## src/rtl/radix_net_pkg.sv

```systemverilog
// Shared widths, Booth digit encoding and window decoder for the radix-4 multiplier.
// RADIX_NET_SIGNED_EN selects two's-complement operands (two digits) instead of unsigned (three).
package radix_net_pkg;

  localparam int OPW = 4;
  localparam int PRW = 8;
`ifdef RADIX_NET_SIGNED_EN
  localparam int NDIG = 2;
`else
  localparam int NDIG = 3;
`endif

  typedef enum logic [2:0] {
    BD_ZERO,
    BD_P1,
    BD_P2,
    BD_M1,
    BD_M2
  } booth_digit_e;

  // Window is {y[2i+1], y[2i], y[2i-1]}.
  function automatic booth_digit_e booth_decode(input logic [2:0] win);
    booth_digit_e dig;
    case (win)
      3'b001, 3'b010: dig = BD_P1;
      3'b011:         dig = BD_P2;
      3'b100:         dig = BD_M2;
      3'b101, 3'b110: dig = BD_M1;
      default:        dig = BD_ZERO;
    endcase
    return dig;
  endfunction

endpackage

```

## src/rtl/radix_net_booth_enc.sv

```systemverilog
// Combinational Booth digit encoder: one 3-bit multiplier window times the
// extended multiplicand, returned as an unshifted 8-bit two's-complement partial product.
module radix_net_booth_enc
  import radix_net_pkg::*;
(
  input  logic [2:0]     win,
  input  logic [PRW-1:0] x_ext,
  output logic [PRW-1:0] pp
);

  booth_digit_e dig;

  always_comb begin
    dig = booth_decode(win);
    pp  = '0;
    case (dig)
      BD_P1:   pp = x_ext;
      BD_P2:   pp = x_ext << 1;
      BD_M1:   pp = ~x_ext + PRW'(1);
      BD_M2:   pp = ~(x_ext << 1) + PRW'(1);
      default: pp = '0;
    endcase
  end

endmodule

```

## src/rtl/radix_net_booth_multiplier.sv

```systemverilog
// Two-stage pipelined 4x4 radix-4 Booth multiplier: stage 1 registers shifted partial
// products, stage 2 registers their sum. RADIX_NET_SIGNED_EN enables signed operands.
module radix_net_booth_multiplier
  import radix_net_pkg::*;
(
  input  logic           clk,
  input  logic           reset,
  input  logic [OPW-1:0] x,
  input  logic [OPW-1:0] y,
  output logic [PRW-1:0] out
);

  logic [PRW-1:0]            x_ext;
  logic [2*NDIG:0]           y_win;
  logic [NDIG-1:0][PRW-1:0]  pp_d;
  logic [NDIG-1:0][PRW-1:0]  pp_q;
  logic [PRW-1:0]            out_d;
  logic [PRW-1:0]            out_q;

  // y_win[0] is the implicit y[-1]=0; unsigned mode zero-extends y to feed the third digit.
  always_comb begin
`ifdef RADIX_NET_SIGNED_EN
    x_ext = {{(PRW-OPW){x[OPW-1]}}, x};
    y_win = {y, 1'b0};
`else
    x_ext = {{(PRW-OPW){1'b0}}, x};
    y_win = {2'b00, y, 1'b0};
`endif
  end

  genvar gi;
  generate
    for (gi = 0; gi < NDIG; gi++) begin : g_dig
      logic [PRW-1:0] pp_raw;

      radix_net_booth_enc u_enc (
        .win   (y_win[2*gi+2:2*gi]),
        .x_ext (x_ext),
        .pp    (pp_raw)
      );

      assign pp_d[gi] = pp_raw << (2*gi);
    end
  endgenerate

  always_comb begin
    out_d = '0;
    for (int i = 0; i < NDIG; i++) begin
      out_d = out_d + pp_q[i];
    end
  end

  always_ff @(posedge clk) begin
    if (!reset) begin
      pp_q  <= '0;
      out_q <= '0;
    end else begin
      pp_q  <= pp_d;
      out_q <= out_d;
    end
  end

  assign out = out_q;

endmodule

```

## config.mk

```make
export PLATFORM = sky130hd
export DESIGN_NAME = radix_net_booth_multiplier
export DESIGN_NICKNAME = d
export VERILOG_FILES = /design/src/rtl/radix_net_pkg.sv /design/src/rtl/radix_net_booth_enc.sv /design/src/rtl/radix_net_booth_multiplier.sv
export SDC_FILE = /design/constraint.sdc
export NUM_CORES = 1
export LEC_CHECK = 0
export CORE_UTILIZATION = 61
export CTS_CLUSTER_DIAMETER = 40
export CTS_CLUSTER_SIZE = 20
export DETAILED_ROUTE_END_ITERATION = 16
export DONT_BUFFER_PORTS = 1
export PLACE_DENSITY_LB_ADDON = 0.25
export SLEW_MARGIN = 30
export SYNTH_ARGS = -nofsm -noshare
export SYNTH_HDL_FRONTEND = slang
export SYNTH_HIERARCHICAL = 1
export SYNTH_SLANG_ARGS = --single-unit
```

## constraint.sdc

```tcl
create_clock -name clk -period 2.2 [get_ports clk]
set_clock_uncertainty 0.05 [all_clocks]
set_input_delay 0.44 -clock clk [delete_from_list [all_inputs] [get_ports clk]]
set_output_delay 0.44 -clock clk [all_outputs]
set_load 0.005 [all_outputs]
```

==> tab_implementation.tex, run 1 <==
\begin{tabular}{lr}
\hline
Metric & Value \\
\hline
\multicolumn{2}{l}{\textbf{Timing}} \\
\quad Unrepaired setup endpoints after global routing & no \\
\quad Final hold vios & 0 \\
\quad Period utilization & 0.8407 \\
\quad Accumulated negative setup slack & 0 ps \\
\quad Slew Limit Fails & 0 \\
\quad Final critical-path required period & 1850 ps \\
\quad Total setup violations reported at the end of the flow & 0 \\
\quad Max Freq & 0.5407 GHz \\
\multicolumn{2}{l}{\textbf{Setup path}} \\
\quad Ordered cell list for the critical path & fa\_1, fa\_1, nand3\_1, a21bo\_2, mux2i\_1 \\
\quad Worst path max stage delay & around 530 ps \\
\quad R2r setup slk & 350 ps \\
\quad Endpoint of the worst register-to-register path & out[7] \\
\quad Startpoint Class & flip-flop \\
\quad Worst endpoint data arrival time & 2010 ps \\
\quad CP Max Fanout & 2 \\
\quad Crit path top cell by count & sky130\_fd\_sc\_hd\_\_fa\_1 \\
\quad Crit Reg-Reg Startpoint & pp\_q[4] \\
\quad Worst EP required & approximately 2400 ps \\
\quad Cell at the slowest stage of the critical path & sky130\_fd\_sc\_hd\_\_fa\_1 \\
\quad Category of the worst setup path capture point & flip-flop \\
\quad Worst Reg-to-Reg Cells & 5 \\
\quad Worst setup path category & flip-flop to flip-flop \\
\multicolumn{2}{l}{\textbf{Clock tree}} \\
\quad TritonCTS clock tree & yes \\
\quad Max clock buf depth & 2 \\
\quad Clock latency on the worst-skew pair & roughly 300 ps \\
\quad Number of resized instances in the post-cts repair step & 0 \\
\quad Hold\_buf cts & 0 \\
\quad Htree depth & 1 \\
\quad Post-CTS setup-driven buffer insertion count & 0 \\
\quad Number of buffers created by CTS & 3 \\
\quad Clock slew at the register clock pins of the worst setup and hold paths & 120 ps \\
\quad CTS sink cnt & 26 \\
\quad Root Buffer Master & sky130\_fd\_sc\_hd\_\_clkbuf\_4 \\
\multicolumn{2}{l}{\textbf{Drt}} \\
\quad Routed Wire Length & 3433 um \\
\quad Remaining DRCs & 0 \\
\quad Routed length per instance & 12.22 um \\
\quad Number of DRC markers after the initial detailed-route iteration & 63 \\
\quad Number of nets with antenna violations after detailed routing & 0 \\
\quad Router iterations before antenna repair & 4 \\
\quad Avg Vias per Cell & 5.367 \\
\quad Routed via count & roughly 1500 \\
\multicolumn{2}{l}{\textbf{Layout}} \\
\quad Fill cell instance count of the final layout & 262 \\
\quad Layout Area Growth over Synthesis & 5.117\% \\
\quad Number of cells in the finished layout apart from fillers & 281 \\
\quad Register area & 520.5 um\^{}2 \\
\quad Multi-input gate area & 1359 um\^{}2 \\
\quad Final core utilization & 0.6707 \\
\quad Number of nets in the final layout & 261 \\
\quad Antenna diode count & 0 \\
\quad Ratio of cells with drive above 1 in the final layout & 0.03797 \\
\multicolumn{2}{l}{\textbf{Yosys}} \\
\quad Post-synthesis instance total & between 200 and 250 \\
\quad Avg Inst Size Synth & 8.741 um\^{}2 \\
\quad Post-synth design cell area & 1932 um\^{}2 \\
\quad Synth warn & 6 \\
\multicolumn{2}{l}{\textbf{Pwr}} \\
\quad Power density of the placed cells & 507.1 nW/um\^{}2 \\
\quad Largest vdd supply drop & 0.0002138 V \\
\quad Lkg Pwr & slightly below 0.9 nW \\
\quad Overall power consumption & 0.001030 W \\
\multicolumn{2}{l}{\textbf{Floorplan}} \\
\quad Area inside the core boundary & 3028 um\^{}2 \\
\quad Standard-cell rows & 20 \\
\quad Effective utilization at floorplan & 0.6380 \\
\quad Top-level port count & 18 \\
\quad Height of the die & 58.28 um \\
\quad Width of the die & 58.28 um \\
\quad Die area & $\sim$3400 um\^{}2 \\
\multicolumn{2}{l}{\textbf{Status}} \\
\quad Run status & complete, no violations \\
\multicolumn{2}{l}{\textbf{Global route}} \\
\quad Initial antenna violation count & 0 \\
\quad Largest net degree at the start of global routing & 29 \\
\quad Global-route wire length before repair & roughly 6000 um \\
\quad Overflow left after global routing & 0 \\
\quad Via count of the first global-routing pass & 1390 \\
\quad Total routing resource utilization after global routing & 0.2276 \\
\multicolumn{2}{l}{\textbf{Worst hold path}} \\
\quad Count of cells along the worst hold path & 1 \\
\quad Worst Hold Launch & reset \\
\quad Hold Crit Endpoint & out[0] \\
\quad Hold Crit Class & primary input to flip-flop \\
\multicolumn{2}{l}{\textbf{Placement}} \\
\quad Cell total after placement & 277 \\
\quad Port bufs & 0 \\
\quad Half-perimeter wire length of the detailed placement result & 2635 um \\
\quad Routability-driven placement congestion ratio & 0.7913 \\
\multicolumn{2}{l}{\textbf{Flow run}} \\
\quad Number of violations of the max-capacitance limit & 0 \\
\hline
\end{tabular}
## final cells by class
class / instances / share of cell area
clock buffer: 4 / 0.01787
inverter: 14 / 0.02588
multi-input combinational: 192 / 0.6691
sequential: 26 / 0.2563
tap: 44 / 0.02711
timing repair buffer: 1 / 0.003697
## state kept, by name (all words and copies together), names as in the netlist
name	cells
out	8
pp_q	18
## metal layers
layer,share of wire,GRT usage,vias up
met4,0.014,0.08844,0
met5,0,0,-
met3,0.032,0.03795,6
li1,-,-,778
met2,0.49,0.3924,28
met1,0.46,0.2829,696
## layout by cell type (no fill, tap or decap), types with 4 or more instances in the layout
| cell type | count |
|---|---|
| sky130_fd_sc_hd__a21oi_1 | 11 |
| sky130_fd_sc_hd__a22oi_1 | 9 |
| sky130_fd_sc_hd__and2_1 | 27 |
| sky130_fd_sc_hd__conb_1 | 30 |
| sky130_fd_sc_hd__dfxtp_1 | 26 |
| sky130_fd_sc_hd__fa_1 | 4 |
| sky130_fd_sc_hd__ha_1 | 9 |
| sky130_fd_sc_hd__inv_1 | 14 |
| sky130_fd_sc_hd__mux2i_1 | 5 |
| sky130_fd_sc_hd__nand2b_1 | 4 |
| sky130_fd_sc_hd__nand3_1 | 8 |
| sky130_fd_sc_hd__nor2_1 | 6 |
| sky130_fd_sc_hd__nor3b_1 | 5 |
| sky130_fd_sc_hd__o211ai_1 | 4 |
| sky130_fd_sc_hd__o31ai_1 | 5 |
| sky130_fd_sc_hd__xnor2_1 | 13 |
| sky130_fd_sc_hd__xor2_1 | 9 |
## power breakdown
part / leakage [nW] / switching (W) / total, W / internal (W)
registers: 0.215 / 0.0000198 / 0.000535 / 0.000515
clock network: 0.0210 / 0.000123 / 0.000224 / 0.000101
logic: 0.634 / 0.000132 / 0.000271 / 0.000139
## critical path, delay by kind of cell (launching register included)
kind | cells | cell delay (ps)
adder cells (fa/ha/maj) | 2 | 1020
flip-flops | 1 | 350
AO/OA/AOI/OAI | 1 | 130
multiplexers | 1 | 50
AND/OR/NAND/NOR | 1 | 140
## per-stage QoR
stage,instance area [um^2],hold slack [ps],worst slack (ps)
global placement,1994,363.9,329.7
floorplan,2041,361.9,308.0
CTS,2031,183.7,333.2
finish,2031,198.0,350.4
detailed placement,1994,374.5,300.2
global route,2031,168.2,266.7
## worst max-delay path by stage
stage | to | depth (start not counted) | start
2_1_floorplan | pp_q[7] | 7 | x[2]
3_3_place_gp | pp_q[7] | 5 | x[0]
3_5_place_dp | pp_q[7] | 5 | x[0]
4_1_cts | out[7] | 5 | pp_q[4]
6_report | out[7] | 5 | pp_q[4]
5_1_grt | out[7] | 5 | pp_q[4]
Note: power is estimated with default switching activity, not from simulation.
==> run 2: changes to the inputs <==
==> constraint.sdc (replaced) <==
create_clock -name clk -period 1.9 [get_ports clk]
set_clock_uncertainty 0.05 [all_clocks]
set_input_delay 0.38 -clock clk [delete_from_list [all_inputs] [get_ports clk]]
set_output_delay 0.38 -clock clk [all_outputs]
set_load 0.005 [all_outputs]
==> tab_implementation.tex, run 2 (synthesized netlist as in run 1, its figures left out) <==
\begin{tabular}{lr}
\hline
Metric & Value \\
\hline
\multicolumn{2}{l}{\textbf{Timing}} \\
\quad Unrepaired setup endpoints after global routing & no (unchanged) \\
\quad Slew Limit Fails & 0 (unchanged) \\
\quad Final critical-path required period & 1818 ps (was 1850 ps) \\
\quad Final hold vios & 0 (unchanged) \\
\quad Max Freq & 0.5499 GHz (was 0.5407 GHz) \\
\quad Slew at the pin closest to its max-slew limit & 546.2 ps \\
\quad Max-slew headroom at the worst pin & 0.6346 \\
\quad Period utilization & 0.9571 (was 0.8407) \\
\quad Accumulated negative setup slack & 0 ps (unchanged) \\
\quad Setup slack after layout & 81.59 ps (was 350.4 ps) \\
\quad Total setup violations reported at the end of the flow & 0 (unchanged) \\
\multicolumn{2}{l}{\textbf{Drt}} \\
\quad Number of nets with antenna violations after detailed routing & 0 (unchanged) \\
\quad Routed via count & 1524 (was 1508) \\
\quad Remaining DRCs & 0 (unchanged) \\
\quad Routed length per instance & 12.18 um (was 12.22 um) \\
\quad Routed Wire Length & 3411 um (was 3433 um) \\
\quad Number of DRC markers after the initial detailed-route iteration & 35 (was 63) \\
\quad Avg Vias per Cell & 5.443 (was 5.367) \\
\quad Router iterations before antenna repair & 4 (unchanged) \\
\multicolumn{2}{l}{\textbf{Placement}} \\
\quad Half-perimeter wire length of the detailed placement result & 2613 um (was 2635 um) \\
\quad Port bufs & 0 (unchanged) \\
\quad Routability-driven placement congestion ratio & 0.8573 (was 0.7913) \\
\quad Worst slack, placed & 50.15 ps (was 300.2 ps) \\
\multicolumn{2}{l}{\textbf{Clock tree}} \\
\quad Number of buffers created by CTS & 3 (unchanged) \\
\quad Post-CTS setup-driven buffer insertion count & 0 (unchanged) \\
\quad Number of resized instances in the post-cts repair step & 0 (unchanged) \\
\quad Hold\_buf cts & 0 (unchanged) \\
\quad Clock slew at the register clock pins of the worst setup and hold paths & 130 ps (was 120 ps) \\
\quad Clock latency on the worst-skew pair & 300 ps (about the same) \\
\quad CTS sink cnt & 26 (unchanged) \\
\quad Max clock buf depth & 2 (unchanged) \\
\quad Root Buffer Master & sky130\_fd\_sc\_hd\_\_clkbuf\_4 (unchanged) \\
\quad TritonCTS clock tree & yes (unchanged) \\
\quad Htree depth & 1 (unchanged) \\
\multicolumn{2}{l}{\textbf{Setup path}} \\
\quad Crit Reg-Reg Startpoint & pp\_q[4] (unchanged) \\
\quad Worst EP required & 2090 ps (was 2360 ps) \\
\quad Ordered cell list for the critical path & fa\_1, ha\_1, a21o\_1, a21oi\_2, mux2i\_1 (was fa\_1, fa\_1, nand3\_1, a21bo\_2, mux2i\_1) \\
\quad Endpoint of the worst register-to-register path & out[6] (was out[7]) \\
\quad CP Max Fanout & 2 (unchanged) \\
\quad Startpoint Class & flip-flop (unchanged) \\
\quad Gate family responsible for the most delay along the worst path & adder cells (unchanged) \\
\quad Worst Reg-to-Reg Cells & 5 (unchanged) \\
\quad Cell at the slowest stage of the critical path & sky130\_fd\_sc\_hd\_\_fa\_1 (unchanged) \\
\quad Category of the worst setup path capture point & flip-flop (unchanged) \\
\quad R2r setup slk & 80 ps (was 350 ps) \\
\quad Worst setup path category & flip-flop to flip-flop (unchanged) \\
\quad Worst endpoint data arrival time & 2010 ps (about the same) \\
\quad Worst path max stage delay & 610 ps (was 530 ps) \\
\quad Count of buffering cells on the critical path with inverters included & 0 (unchanged) \\
\multicolumn{2}{l}{\textbf{Pwr}} \\
\quad Power density of the placed cells & 589.8 nW/um\^{}2 (was 507.1 nW/um\^{}2) \\
\quad Largest vdd supply drop & 0.0002938 V (was 0.0002138 V) \\
\quad Lkg Pwr & 0.8641 nW (was 0.8701 nW) \\
\multicolumn{2}{l}{\textbf{Layout}} \\
\quad Ratio of cells with drive above 1 in the final layout & 0.04237 (was 0.03797) \\
\quad Antenna diode count & 0 (unchanged) \\
\quad Flip-flop count of the largest register after layout & 18 (unchanged) \\
\quad Layout Area Growth over Synthesis & 5.052\% (was 5.117\%) \\
\quad Number of nets in the final layout & 260 (was 261) \\
\quad Register with the highest flop count & pp\_q (unchanged) \\
\quad Commonest non-fill, non-tap cells in the layout & 30 x sky130\_fd\_sc\_hd\_\_conb\_1, 27 x sky130\_fd\_sc\_hd\_\_and2\_1, 26 x sky130\_fd\_sc\_hd\_\_dfxtp\_1, 14 x sky130\_fd\_sc\_hd\_\_inv\_1, 13 x sky130\_fd\_sc\_hd\_\_xnor2\_1 (unchanged) \\
\quad Leading cell type in the layout, fill and taps excluded & sky130\_fd\_sc\_hd\_\_conb\_1 (unchanged) \\
\quad Fill cell instance count of the final layout & 258 (was 262) \\
\multicolumn{2}{l}{\textbf{Worst hold path}} \\
\quad Hold Crit Endpoint & out[0] (unchanged) \\
\quad Count of cells along the worst hold path & 1 (unchanged) \\
\quad Worst Hold Launch & reset (unchanged) \\
\quad Hold Crit Class & primary input to flip-flop (unchanged) \\
\multicolumn{2}{l}{\textbf{Floorplan}} \\
\quad Standard-cell rows & 20 (unchanged) \\
\quad Height of the die & 58.28 um (unchanged) \\
\quad Area inside the core boundary & 3028 um\^{}2 (unchanged) \\
\quad Width of the die & 58.28 um (unchanged) \\
\quad Top-level port count & 18 (unchanged) \\
\quad Effective utilization at floorplan & 0.6380 (unchanged) \\
\quad Die area & 3396 um\^{}2 (unchanged) \\
\multicolumn{2}{l}{\textbf{Global route}} \\
\quad Total routing resource utilization after global routing & 0.2219 (was 0.2276) \\
\quad Largest net degree at the start of global routing & 29 (unchanged) \\
\quad Global-route wire length before repair & 5934 um (was 5982 um) \\
\quad Overflow left after global routing & 0 (unchanged) \\
\quad Initial antenna violation count & 0 (unchanged) \\
\quad Via count of the first global-routing pass & 1373 (was 1390) \\
\multicolumn{2}{l}{\textbf{Status}} \\
\quad Run status & complete, no violations (unchanged) \\
\multicolumn{2}{l}{\textbf{Flow run}} \\
\quad Number of violations of the max-capacitance limit & 0 (unchanged) \\
\hline
\end{tabular}
[run 2: changes by cell type in the layout (fill, tap and decap cells not counted)]
cell                      previous run  this run
sky130_fd_sc_hd__buf_4               1         0
sky130_fd_sc_hd__fa_1                4         3
sky130_fd_sc_hd__fa_2                0         1
sky130_fd_sc_hd__a21oi_1            11        10
sky130_fd_sc_hd__a21oi_2             0         1
[run 2: worst max path at each step]
stage / from / end / slack, ps / cells past startpoint
2_1_floorplan: x[2] / pp_q[7] / 70 / 7
3_5_place_dp: pp_q[4] / out[6] / 50 / 5
3_3_place_gp: x[0] / pp_q[7] / 70 / 5
5_1_grt: pp_q[4] / out[6] / 20 / 5
6_report: pp_q[4] / out[6] / 80 / 5
4_1_cts: pp_q[4] / out[6] / 20 / 5
[run 2: power breakdown]
group / switching, W / internal [W]
Combinational: 0.000155 / 0.000160
Sequential: 0.0000225 / 0.000597
Clock: 0.000146 / 0.000117
Total: 0.000324 / 0.000873
[run 2: cell type report]
cell class | instances | area [um^2] | area share
clock buffer | 4 | 36.28 | 0.01788
multi-input combinational | 192 | 1365 | 0.6726
inverter | 14 | 52.55 | 0.02589
sequential | 26 | 520.5 | 0.2565
tap | 44 | 55.05 | 0.02713
[run 2: routing by layer]
metal,track usage,wire length [um],vias up
met1,0.3102,1652,717
met2,0.3777,1661,31
met4,0.04082,18,0
li1,-,-,774
met3,0.01786,78,2
met5,0,0,-
[run 2: worst register-to-register path, stage by stage, from the launching register on]
cell and delay, ps:
sky130_fd_sc_hd__dfxtp_1 350, sky130_fd_sc_hd__fa_1 610, sky130_fd_sc_hd__ha_1 250, sky130_fd_sc_hd__a21o_1 170
sky130_fd_sc_hd__a21oi_2 150, sky130_fd_sc_hd__mux2i_1 180
[run 2: metrics by stage]
stage / utilization / hold WS [ps] / cell area (um^2) / std cells / power, W
after floorplan: - / 361.9 / 2041 / 250 / 0.0009225
after detailed placement: 0.6562 / 369.6 / 1987 / 276 / 0.0009381
final: 0.6702 / 138.9 / 2029 / 280 / 0.001197
after global placement: 0.6562 / 363.6 / 1987 / 276 / 0.0009257
after global routing: 0.6702 / 115.7 / 2029 / 280 / 0.001279
after CTS: 0.6682 / 134.5 / 2023 / 280 / 0.001195
==> run 3: changes to the inputs <==
--- a/config.mk
+++ b/config.mk
@@ -5,7 +5,7 @@
 export SDC_FILE = /design/constraint.sdc
 export NUM_CORES = 1
 export LEC_CHECK = 0
-export CORE_UTILIZATION = 61
+export CORE_UTILIZATION = 58
 export CTS_CLUSTER_DIAMETER = 40
 export CTS_CLUSTER_SIZE = 20
 export DETAILED_ROUTE_END_ITERATION = 16
==> constraint.sdc (replaced) <==
create_clock -name clk -period 1.65 [get_ports clk]
set_clock_uncertainty 0.05 [all_clocks]
set_input_delay 0 -clock clk [delete_from_list [all_inputs] [get_ports clk]]
set_output_delay 0 -clock clk [all_outputs]
set_load 0.005 [all_outputs]
==> tab_implementation.tex, run 3 (synthesized netlist as in run 1, its figures left out) <==
\begin{tabular}{lr}
\hline
Metric & Value \\
\hline
\multicolumn{2}{l}{\textbf{Setup path}} \\
\quad Worst setup path category & flip-flop to flip-flop (unchanged) \\
\quad Endpoint of the worst register-to-register path & out[6] (unchanged) \\
\quad R2r setup slk & -130 ps (was 80 ps) \\
\quad Crit Reg-Reg Startpoint & pp\_q[4] (unchanged) \\
\quad Worst path max stage delay & 590 ps (was 610 ps) \\
\quad Category of the worst setup path capture point & flip-flop (unchanged) \\
\quad Worst Reg-to-Reg Cells & 5 (unchanged) \\
\quad Startpoint Class & flip-flop (unchanged) \\
\quad Cell at the slowest stage of the critical path & sky130\_fd\_sc\_hd\_\_fa\_1 (unchanged) \\
\quad Ordered cell list for the critical path & fa\_1, ha\_1, a21o\_1, a21oi\_2, mux2i\_1 (unchanged) \\
\quad Worst EP required & 1860 ps (was 2090 ps) \\
\quad Worst endpoint data arrival time & 1980 ps (was 2010 ps) \\
\quad CP Max Fanout & 2 (unchanged) \\
\multicolumn{2}{l}{\textbf{Pwr}} \\
\quad Largest vdd supply drop & 0.0003188 V (was 0.0002938 V) \\
\quad Lkg Pwr & 0.9338 nW (was 0.8641 nW) \\
\quad Power density of the placed cells & 717.7 nW/um\^{}2 (was 589.8 nW/um\^{}2) \\
\multicolumn{2}{l}{\textbf{Timing}} \\
\quad Max Freq & 0.5631 GHz (was 0.5499 GHz) \\
\quad Period utilization & 1.076 (was 0.9571) \\
\quad Max-slew headroom at the worst pin & 0.5459 (was 0.6346) \\
\quad Unrepaired setup endpoints after global routing & yes (was no) \\
\quad Slew Limit Fails & 0 (unchanged) \\
\quad Total setup violations reported at the end of the flow & 4 (was 0) \\
\quad Worst hold slack & 12.29 ps (was 138.9 ps) \\
\quad Final hold vios & 0 (unchanged) \\
\quad Setup slack after layout & -125.8 ps (was 81.59 ps) \\
\quad Final critical-path required period & 1776 ps (was 1818 ps) \\
\quad Slew at the pin closest to its max-slew limit & 681.2 ps (was 546.2 ps) \\
\multicolumn{2}{l}{\textbf{Worst hold path}} \\
\quad Hold Crit Endpoint & pp\_q[1] (was out[0]) \\
\quad Count of cells along the worst hold path & 3 (was 1) \\
\quad Hold Crit Class & primary input to flip-flop (unchanged) \\
\quad Worst Hold Launch & x[1] (was reset) \\
\multicolumn{2}{l}{\textbf{Floorplan}} \\
\quad Width of the die & 59.71 um (was 58.28 um) \\
\quad Height of the die & 59.71 um (was 58.28 um) \\
\quad Top-level port count & 18 (unchanged) \\
\quad Standard-cell rows & 20 (unchanged) \\
\quad Effective utilization at floorplan & 0.6226 (was 0.6380) \\
\quad Area inside the core boundary & 3103 um\^{}2 (was 3028 um\^{}2) \\
\quad Die area & 3565 um\^{}2 (was 3396 um\^{}2) \\
\multicolumn{2}{l}{\textbf{Placement}} \\
\quad Cell total after placement & 277 (was 276) \\
\quad DP Area & 2001 um\^{}2 (was 1987 um\^{}2) \\
\quad Port bufs & 0 (unchanged) \\
\quad Half-perimeter wire length of the detailed placement result & 2497 um (was 2613 um) \\
\quad Routability-driven placement congestion ratio & 0.8288 (was 0.8573) \\
\multicolumn{2}{l}{\textbf{Layout}} \\
\quad Commonest non-fill, non-tap cells in the layout & 30 x sky130\_fd\_sc\_hd\_\_conb\_1, 27 x sky130\_fd\_sc\_hd\_\_and2\_1, 25 x sky130\_fd\_sc\_hd\_\_dfxtp\_1, 14 x sky130\_fd\_sc\_hd\_\_inv\_1, 13 x sky130\_fd\_sc\_hd\_\_xnor2\_1 (was 30 x sky130\_fd\_sc\_hd\_\_conb\_1, 27 x sky130\_fd\_sc\_hd\_\_and2\_1, 26 x sky130\_fd\_sc\_hd\_\_dfxtp\_1, 14 x sky130\_fd\_sc\_hd\_\_inv\_1, 13 x sky130\_fd\_sc\_hd\_\_xnor2\_1) \\
\quad Final core utilization & 0.7157 (was 0.6702) \\
\quad Fill cell instance count of the final layout & 274 (was 258) \\
\quad Register with the highest flop count & pp\_q (unchanged) \\
\quad Ratio of cells with drive above 1 in the final layout & 0.07631 (was 0.04237) \\
\quad Multi-input gate area & 1409 um\^{}2 (was 1365 um\^{}2) \\
\quad Antenna diode count & 0 (unchanged) \\
\quad Register area & 521.8 um\^{}2 (was 520.5 um\^{}2) \\
\quad Area of all placed cells without fillers & 2221 um\^{}2 (was 2029 um\^{}2) \\
\quad Flip-flop count of the largest register after layout & 18 (unchanged) \\
\quad Layout Area Growth over Synthesis & 14.96\% (was 5.052\%) \\
\quad Number of cells in the finished layout apart from fillers & 293 (was 280) \\
\quad Number of nets in the final layout & 273 (was 260) \\
\quad Leading cell type in the layout, fill and taps excluded & sky130\_fd\_sc\_hd\_\_conb\_1 (unchanged) \\
\multicolumn{2}{l}{\textbf{Clock tree}} \\
\quad CTS sink cnt & 26 (unchanged) \\
\quad Root Buffer Master & sky130\_fd\_sc\_hd\_\_clkbuf\_4 (unchanged) \\
\quad Clock slew at the register clock pins of the worst setup and hold paths & 130 ps (about the same) \\
\quad Htree depth & 1 (unchanged) \\
\quad Max clock buf depth & 2 (unchanged) \\
\quad Number of buffers created by CTS & 3 (unchanged) \\
\quad TritonCTS clock tree & yes (unchanged) \\
\quad Clock latency on the worst-skew pair & 320 ps (was 300 ps) \\
\multicolumn{2}{l}{\textbf{Global route}} \\
\quad Largest net degree at the start of global routing & 29 (unchanged) \\
\quad Global-route wire length before repair & 6203 um (was 5934 um) \\
\quad Initial antenna violation count & 0 (unchanged) \\
\quad Total routing resource utilization after global routing & 0.2272 (was 0.2219) \\
\quad Overflow left after global routing & 0 (unchanged) \\
\quad Via count of the first global-routing pass & 1417 (was 1373) \\
\multicolumn{2}{l}{\textbf{Drt}} \\
\quad Routed length per instance & 13.17 um (was 12.18 um) \\
\quad Number of DRC markers after the initial detailed-route iteration & 55 (was 35) \\
\quad Routed via count & 1588 (was 1524) \\
\quad Router iterations before antenna repair & 4 (unchanged) \\
\quad Routed Wire Length & 3858 um (was 3411 um) \\
\quad Avg Vias per Cell & 5.420 (was 5.443) \\
\quad Remaining DRCs & 0 (unchanged) \\
\quad Number of nets with antenna violations after detailed routing & 0 (unchanged) \\
\multicolumn{2}{l}{\textbf{Status}} \\
\quad Run status & complete, but fails checks (was complete, no violations) \\
\quad Failing checks & setup timing \\
\multicolumn{2}{l}{\textbf{Flow run}} \\
\quad Number of violations of the max-capacitance limit & 0 (unchanged) \\
\hline
\end{tabular}
## run 3: cell count changes in the layout (fill, tap and decap cells not counted), moves of 2 or more
cell,before,now
sky130_fd_sc_hd__dlygate4sd3_1,0,11
sky130_fd_sc_hd__ha_1,9,5
sky130_fd_sc_hd__ha_2,0,2
sky130_fd_sc_hd__ha_4,0,2
## run 3: stage by stage
stage	worst slack (ps)	TNS (ps)	total power [W]
3_5_place_dp	-76.68	-185.2	0.001090
5_1_grt	-191.3	-401.1	0.001681
2_1_floorplan	-6.160	-6.160	0.001064
6_report	-125.8	-245.3	0.001594
4_1_cts	-110.4	-245.1	0.001559
3_3_place_gp	-42.12	-58.15	0.001077
## run 3: repair_timing
item                                   4_1_cts  5_1_grt
hold buffers                                12        0
gates resized for setup                      2        7
endpoints found under the hold margin       26        0
pin swaps                                    1        2
setup endpoints to repair                    4        7
setup buffers                                0        0
## run 3: worst max path at each step
stage | startpoint | end
after floorplan | pp_q[20] | out[6]
after global placement | pp_q[20] | out[6]
after detailed placement | pp_q[20] | out[6]
after CTS | pp_q[4] | out[6]
after global routing | pp_q[4] | out[6]
final | pp_q[4] | out[6]
## run 3: critical path: cells and delay by family, from the launching register on
kind	cells	cell delay, ps
adder cells (fa/ha/maj)	2	840
AO/OA/AOI/OAI	2	300
multiplexers	1	190
flip-flops	1	350
## run 3: layout make-up
| cell class | instances | share of cell area |
|---|---|---|
| multi-input cells | 192 | 0.6344 |
| repair buffers | 13 | 0.05859 |
| flip-flops and latches | 26 | 0.2349 |
| clock inverters | 1 | 0.01352 |
| well taps | 44 | 0.02479 |
| clock buffers | 3 | 0.01014 |
| inverters | 14 | 0.02366 |
## run 3: layer usage
| metal | global-route usage | share of wire | vias up |
|---|---|---|---|
| met1 | 0.3111 | 0.47 | 741 |
| met2 | 0.3968 | 0.50 | 38 |
| met5 | 0 | 0 | - |
| li1 | - | - | 807 |
| met4 | 0.02990 | 0.0034 | 0 |
| met3 | 0.01948 | 0.029 | 2 |
## run 3: where the power goes
part           leakage [nW]  switching [W]  internal [W]  total, W
sequential            0.215      0.0000255      0.000687  0.000713
clock                0.0279       0.000177      0.000246  0.000423
combinational         0.691       0.000217      0.000241  0.000458
